File: config.mk
export PLATFORM = sky130hd
export DESIGN_NAME = inert_intf_mc
export DESIGN_NICKNAME = d
export VERILOG_FILES = /design/src/rtl/inert_intf_mc.sv
export SDC_FILE = /design/constraint.sdc
export NUM_CORES = 1
export LEC_CHECK = 0
export CAP_MARGIN = 10
export CORE_MARGIN = 3
export CORE_UTILIZATION = 47
export DETAILED_ROUTE_END_ITERATION = 10
export GPL_TIMING_DRIVEN = 0
export PLACE_DENSITY = 0.72
export SLEW_MARGIN = 20
export SYNTH_ARGS = -nofsm -noshare
export SYNTH_HDL_FRONTEND = slang
export SYNTH_SLANG_ARGS = --single-unit
File: constraint.sdc
create_clock -name clk -period 6.8 [get_ports clk]
set_input_delay 0.68 -clock clk [delete_from_list [all_inputs] [get_ports clk]]
set_output_delay 0.68 -clock clk [all_outputs]
set_load 0.03 [all_outputs]
File: src/rtl/inert_intf_mc.sv
// inert_intf_mc
//   Drives an external 16-bit SPI master transceiver for an inertial sensor.
//   After reset it waits 2^INIT_WAIT_BITS clocks, then writes four
//   configuration words. After that, every rising edge of INT starts a burst
//   read of NUM_CH 16-bit channels. Each channel is read as a low byte and a
//   high byte. All channels are published together with a one-cycle vld
//   strobe. ovr reports that an INT rise was dropped during that burst.
//
// Ports
//   clk      in   system clock
//   rst      in   asynchronous active-high reset
//   INT      in   sensor data-ready (asynchronous, rising edge meaningful)
//   done     in   transceiver transaction complete (1-cycle pulse)
//   rd_data  in   transceiver read data, returned byte in [7:0]
//   wrt      out  1-cycle request to start a transaction
//   cmd      out  command word, held from wrt until done
//   data     out  channel c at data[16c +: 16]
//   vld      out  1-cycle strobe, data updated this cycle
//   ovr      out  an INT rise was dropped during the burst behind data
//   busy     out  high in every state except IDLE
module inert_intf_mc #(
    parameter int unsigned NUM_CH         = 2,
    parameter logic [6:0]  BASE_ADDR      = 7'h22,
    parameter int unsigned INIT_WAIT_BITS = 16,
    parameter logic [15:0] INIT_CMD0      = 16'h0D02,
    parameter logic [15:0] INIT_CMD1      = 16'h1053,
    parameter logic [15:0] INIT_CMD2      = 16'h1150,
    parameter logic [15:0] INIT_CMD3      = 16'h1460
) (
    input  logic                   clk,
    input  logic                   rst,
    input  logic                   INT,
    input  logic                   done,
    input  logic [15:0]            rd_data,
    output logic                   wrt,
    output logic [15:0]            cmd,
    output logic [16*NUM_CH-1:0]   data,
    output logic                   vld,
    output logic                   ovr,
    output logic                   busy
);

    localparam int unsigned CH_W = (NUM_CH > 1) ? $clog2(NUM_CH) : 1;
    localparam logic [CH_W-1:0] LAST_CH = CH_W'(NUM_CH - 1);

    typedef enum logic [2:0] {
        INIT_WAIT,
        INIT_WR,
        IDLE,
        RD_LO,
        RD_HI,
        UPDATE
    } state_t;

    state_t                      state_q, state_d;
    logic [INIT_WAIT_BITS-1:0]   cnt_q, cnt_d;
    logic [1:0]                  k_q, k_d;
    logic [CH_W-1:0]             ch_q, ch_d;
    logic                        pend_q, pend_d;
    logic                        oflag_q, oflag_d;
    logic [2:0]                  int_sync_q, int_sync_d;
    logic                        wrt_q, wrt_d;
    logic [15:0]                 cmd_q, cmd_d;
    logic [NUM_CH-1:0][15:0]     shadow_q, shadow_d;
    logic [NUM_CH-1:0][15:0]     data_q, data_d;
    logic                        vld_q, vld_d;
    logic                        ovr_q, ovr_d;
    logic                        busy_q, busy_d;

    logic                        edge_pulse;
    logic                        done_ok;
    logic [6:0]                  lo_addr;
    logic [6:0]                  hi_addr;
    logic                        rd_hi_unused;

    // Bits 0/1 synchronise INT, bit 2 is the delayed copy for edge detect.
    assign edge_pulse = int_sync_q[1] & ~int_sync_q[2];

    // A done is only meaningful while a transaction is outstanding; one
    // arriving in the wrt cycle itself cannot belong to this transaction.
    assign done_ok = done & pend_q & ~wrt_q;

    // Register addresses wrap naturally in 7 bits.
    assign lo_addr = BASE_ADDR + 7'({ch_q, 1'b0});
    assign hi_addr = lo_addr + 7'd1;

    assign rd_hi_unused = ^rd_data[15:8];

    always_comb begin
        int_sync_d = {int_sync_q[1:0], INT};
        state_d    = state_q;
        cnt_d      = cnt_q;
        k_d        = k_q;
        ch_d       = ch_q;
        pend_d     = pend_q;
        oflag_d    = oflag_q;
        wrt_d      = 1'b0;
        cmd_d      = cmd_q;
        shadow_d   = shadow_q;
        data_d     = data_q;
        vld_d      = 1'b0;
        ovr_d      = ovr_q;

        case (state_q)
            INIT_WAIT: begin
                cnt_d = cnt_q + INIT_WAIT_BITS'(1);
                if (cnt_d == '1) begin
                    state_d = INIT_WR;
                    k_d     = '0;
                end
            end

            INIT_WR: begin
                if (!pend_q) begin
                    wrt_d  = 1'b1;
                    pend_d = 1'b1;
                    case (k_q)
                        2'd0:    cmd_d = INIT_CMD0;
                        2'd1:    cmd_d = INIT_CMD1;
                        2'd2:    cmd_d = INIT_CMD2;
                        default: cmd_d = INIT_CMD3;
                    endcase
                end else if (done_ok) begin
                    pend_d = 1'b0;
                    if (k_q == 2'd3) begin
                        state_d = IDLE;
                    end else begin
                        k_d = k_q + 2'd1;
                    end
                end
            end

            IDLE: begin
                if (edge_pulse) begin
                    ch_d    = '0;
                    oflag_d = 1'b0;
                    state_d = RD_LO;
                end
            end

            RD_LO: begin
                if (edge_pulse) begin
                    oflag_d = 1'b1;
                end
                if (!pend_q) begin
                    wrt_d  = 1'b1;
                    pend_d = 1'b1;
                    cmd_d  = {1'b1, lo_addr, 8'h00};
                end else if (done_ok) begin
                    shadow_d[ch_q][7:0] = rd_data[7:0];
                    pend_d  = 1'b0;
                    state_d = RD_HI;
                end
            end

            RD_HI: begin
                if (edge_pulse) begin
                    oflag_d = 1'b1;
                end
                if (!pend_q) begin
                    wrt_d  = 1'b1;
                    pend_d = 1'b1;
                    cmd_d  = {1'b1, hi_addr, 8'h00};
                end else if (done_ok) begin
                    shadow_d[ch_q][15:8] = rd_data[7:0];
                    pend_d = 1'b0;
                    if (ch_q == LAST_CH) begin
                        // Publish on entry to UPDATE so vld, data and ovr all
                        // appear during the UPDATE cycle, final byte included.
                        state_d = UPDATE;
                        data_d  = shadow_d;
                        vld_d   = 1'b1;
                        ovr_d   = oflag_d;
                    end else begin
                        ch_d    = ch_q + CH_W'(1);
                        state_d = RD_LO;
                    end
                end
            end

            UPDATE: begin
                if (edge_pulse) begin
                    oflag_d = 1'b1;
                end
                state_d = IDLE;
            end

            default: begin
                state_d = INIT_WAIT;
            end
        endcase

        busy_d = (state_d != IDLE);
    end

    always_ff @(posedge clk or posedge rst) begin
        if (rst) begin
            state_q    <= INIT_WAIT;
            cnt_q      <= '0;
            k_q        <= '0;
            ch_q       <= '0;
            pend_q     <= 1'b0;
            oflag_q    <= 1'b0;
            int_sync_q <= '0;
            wrt_q      <= 1'b0;
            cmd_q      <= '0;
            shadow_q   <= '0;
            data_q     <= '0;
            vld_q      <= 1'b0;
            ovr_q      <= 1'b0;
            busy_q     <= 1'b1;
        end else begin
            state_q    <= state_d;
            cnt_q      <= cnt_d;
            k_q        <= k_d;
            ch_q       <= ch_d;
            pend_q     <= pend_d;
            oflag_q    <= oflag_d;
            int_sync_q <= int_sync_d;
            wrt_q      <= wrt_d;
            cmd_q      <= cmd_d;
            shadow_q   <= shadow_d;
            data_q     <= data_d;
            vld_q      <= vld_d;
            ovr_q      <= ovr_d;
            busy_q     <= busy_d;
        end
    end

    assign wrt  = wrt_q;
    assign cmd  = cmd_q;
    assign data = data_q;
    assign vld  = vld_q;
    assign ovr  = ovr_q;
    assign busy = busy_q;

endmodule

==> results_tabular.tex <==
\begin{tabular}{lr}
\hline
Metric & Value \\
\hline
\multicolumn{2}{l}{\textbf{Pwr}} \\
Peak VDD IR & 0.128 mV \\
Total power per unit cell area & 187 mW/mm\^{}2 \\
Power consumption & 0.971 mW \\
LEAKAGE & 2.49 nW \\
\multicolumn{2}{l}{\textbf{Clocking}} \\
CTS tree & done \\
Setup Buffers After CTS & 0 \\
Worst skew pair latency & 0.36 ns \\
H-tree lvl count & 3 \\
Number of CTS-inserted buffers & 9 \\
Root buffer cell & clkbuf\_8 \\
CTS Hold Buffers Added & 0 \\
Clock sinks & 97 \\
CTS clk-pin slew, worst paths & 0.09 ns \\
Maximum clock path buffer count & 2 \\
Number of gates given a new drive strength after cts & 0 \\
\multicolumn{2}{l}{\textbf{Setup path}} \\
End of the worst register-to-register path & k\_q[1]\$\_DFFE\_PP0P\_ \\
Category of the most critical setup path & in -> reg \\
Worst EP arrival & 2.74 ns \\
FF-to-FF Start & state\_q[0]\$\_DFF\_PP0\_ \\
Crit path from & done \\
Setup slack of the most critical reg-to-reg path & 4.41 ns \\
Worst-case reg-to-reg path depth & 6 \\
Maximum single-stage delay on the critical path & 0.61 ns \\
Max Fanout on Critical Path & 8 \\
Critical Path Start Type & input pin \\
Worst-path cell with the longest stage delay & nor2\_1 \\
List of cells traversed by the critical path & clkdlybuf4s50\_1 -> and3b\_1 -> clkbuf\_1 -> nand2\_1 -> nor2\_1 -> mux2\_2 \\
CP endpoint kind & register \\
Critical path data required time & 7.04 ns \\
\multicolumn{2}{l}{\textbf{Die}} \\
Number of rows in the core area & 33 \\
Die outline width & 101 um \\
Core footprint & 0.00846 mm\^{}2 \\
Starting density of the core & 0.498 \\
Height of the die & 101 um \\
Die Outline Area & 0.0101 mm\^{}2 \\
Num ports & 72 \\
\multicolumn{2}{l}{\textbf{Timing}} \\
Ratio of final minimum period to clock period & 0.366 \\
Maximum operating frequency & 401 MHz \\
Number of failing setup endpoints in the final timing report & 0 \\
RSZ-0062 raised after global routing & false \\
Count of endpoints failing hold in the final timing report & 0 \\
Worst-Margin Slew & 0.927 ns \\
Max transition margin & 0.377 \\
Worst hold margin & 0.376 ns \\
Final sum of negative setup slack & 0 ns \\
Worst Skew & 0.0119 ns \\
Final number of max-transition violations & 0 \\
Final critical delay including setup and external delays & 2.49 ns \\
\multicolumn{2}{l}{\textbf{Logic synthesis}} \\
Post-synthesis cell area & 0.00422 mm\^{}2 \\
Yosys cell types & 41 \\
Portion of the post-synthesis area used by sequential elements & 0.576 \\
Most used flip-flop cell after synthesis & dfrtp\_1 \\
Syn\_area\_per\_cell & 10.4 um\^{}2 \\
\#FFs+latches synth & 97 \\
Most instantiated cells after synthesis & 128 x nand2\_1, 96 x dfrtp\_1, 24 x mux2\_2, 19 x nor2\_1, 12 x xnor2\_1 \\
Number of synthesized flops with an enable pin & 0 \\
Asr flop ratio synth & 1.00 \\
Most common cell in the synthesized netlist & nand2\_1 \\
Yosys warns & 0 \\
Cell type with the largest total area after synthesis & dfrtp\_1 \\
Area share of the leading cell type in the synthesized netlist & 0.570 \\
Post-synthesis instance total & 407 \\
Top cells by area in the synthesized netlist & dfrtp\_1 57\%, nand2\_1 11\%, mux2\_2 6.4\% \\
\multicolumn{2}{l}{\textbf{Global route}} \\
Wire length of the first global-routing pass & 13.8 mm \\
Overall fraction of global-route tracks in use & 0.172 \\
Via count of the first global-routing pass & 2911 \\
Final global-route overflow total & 0 \\
Initial antenna violation count & 0 \\
Maximum number of pins on one net before global-route repair & 59 \\
\multicolumn{2}{l}{\textbf{Finish}} \\
Area growth from synthesis to layout & 22.8\% \\
Number of cells in the finished layout apart from fillers & 591 \\
Number of diodes added for antenna fixing & 0 \\
Net count, final & 508 \\
Proportion of layout cells with a drive suffix above 1 & 0.130 \\
\multicolumn{2}{l}{\textbf{Drt}} \\
DR vias/cell & 5.09 \\
Routed length per placed instance & 13.9 um \\
First-pass iteration count of the detailed router & 4 \\
Starting DRC count in detailed routing & 114 \\
Total detailed-routing wirelength & 8.21 mm \\
Antenna-violating nets left & 0 \\
Total via count after detailed routing & 3011 \\
Routed met2 length & 3.79 mm \\
Post-Route M1 WL & 3.93 mm \\
Routed met3 length & 361 um \\
Remaining design rule violation count & 0 \\
Max Used Layer & met4 \\
\multicolumn{2}{l}{\textbf{Min path}} \\
Worst hold path endpoint & int\_sync\_q[2]\$\_DFF\_PP0\_ \\
Type of the most critical hold path & reg -> reg \\
Hold-critical path depth & 0 \\
Start point of the worst hold path & int\_sync\_q[1]\$\_DFF\_PP0\_ \\
\multicolumn{2}{l}{\textbf{Placement}} \\
Global placer's final weighted congestion & 0.839 \\
Detail Placement HPWL & 5.91 mm \\
Number of placed instances, taps included & 575 \\
PortBufs & 59 \\
\multicolumn{2}{l}{\textbf{Job}} \\
Maxcap violations & 0 \\
\multicolumn{2}{l}{\textbf{Status}} \\
Result of the run & finished clean \\
\hline
\end{tabular}
[how the worst max path moves through the flow]
stage                                           to  slack, ns  depth (start not counted)
final                     shadow_q[21]$_DFFE_PP0P_       4.31                          6
after global routing      shadow_q[22]$_DFFE_PP0P_       4.17                          6
after CTS                 shadow_q[21]$_DFFE_PP0P_       4.32                          6
after detailed placement  shadow_q[21]$_DFFE_PP0P_       3.94                          6
after global placement          cmd[4]$_DFFE_PP0P_       2.20                          2
after floorplan                   ch_q$_DFFE_PP0P_       3.59                          1
[routing by layer]
metal	global-route usage	up-vias
met2	0.265	74
met4	0.0642	0
met1	0.244	1444
met3	0.0291	11
met5	0	-
li1	-	1482
[layout by cell type (no fill, tap or decap), types with 5 or more instances in the layout]
cell             instances
a21oi_1                 10
clkbuf_1                11
clkdlybuf4s50_1         59
inv_1                    9
dfrtp_1                 96
nand4_1                  8
mux2_2                  24
xnor2_1                 12
ha_1                     7
nand3_1                 11
clkbuf_8                10
o21ai_0                 11
buf_4                    8
nor3_1                   6
nor2_1                  19
xor2_1                   5
nand2_1                128
[through the flow]
step                      instance area [um^2]  setup WS, ns  utilization
after floorplan                           4230          3.59            -
after global placement                    4950          2.20        0.585
after detailed placement                  4980          3.94        0.589
after CTS                                 5180          4.32        0.612
after global routing                      5180          4.17        0.612
final                                     5180          4.31        0.612
[critical path, delay by kind of cell]
| family | cells | cell delay, ns |
|---|---|---|
| muxes | 1 | 0.41 |
| buffers and inverters | 2 | 0.75 |
| and+or+nand+nor | 3 | 0.89 |
[report_power, final]
group	leakage, nW	switching [mW]	internal, mW	total [mW]
Combinational	1.07	0.0192	0.00994	0.0292
Sequential	1.33	0.000321	0.577	0.578
Clock	0.0966	0.213	0.151	0.364
Total	2.49	0.233	0.738	0.971
[cells by family (layout without fill, tap and decap cells)]
kind of cell	Yosys count	in the layout	share of synthesized area
AO/OA/AOI/OAI	34	34	0.0507
XOR/XNOR	17	17	0.0353
adder cells (fa/ha/maj)	7	7	0.0208
buffers and inverters	34	110	0.0484
flip-flops	97	97	0.576
multiplexers	25	25	0.0665
other	1	4	0.000889
AND/OR/NAND/NOR	192	192	0.201
[sequential cells by signal, summed over array words and instances, names as in the netlist]
name,flops
busy,1
ch_q,1
cmd,10
cnt_q,16
data,32
int_sync_q,3
k_q,2
oflag_q,1
ovr,1
pend_q,1
shadow_q,24
state_q,3
vld,1
wrt,1
[final cells by class]
| cell class | count | area, um^2 |
|---|---|---|
| repair buffers | 60 | 618 |
| multi-input cells | 279 | 1600 |
| well taps | 105 | 131 |
| fillers | 728 | 3290 |
| flip-flops and latches | 97 | 2430 |
| inverters | 10 | 42.5 |
| clock inverters | 6 | 58.8 |
| clock buffers | 10 | 138 |
| plain buffers | 24 | 166 |
(Power assumes the default switching activity.)
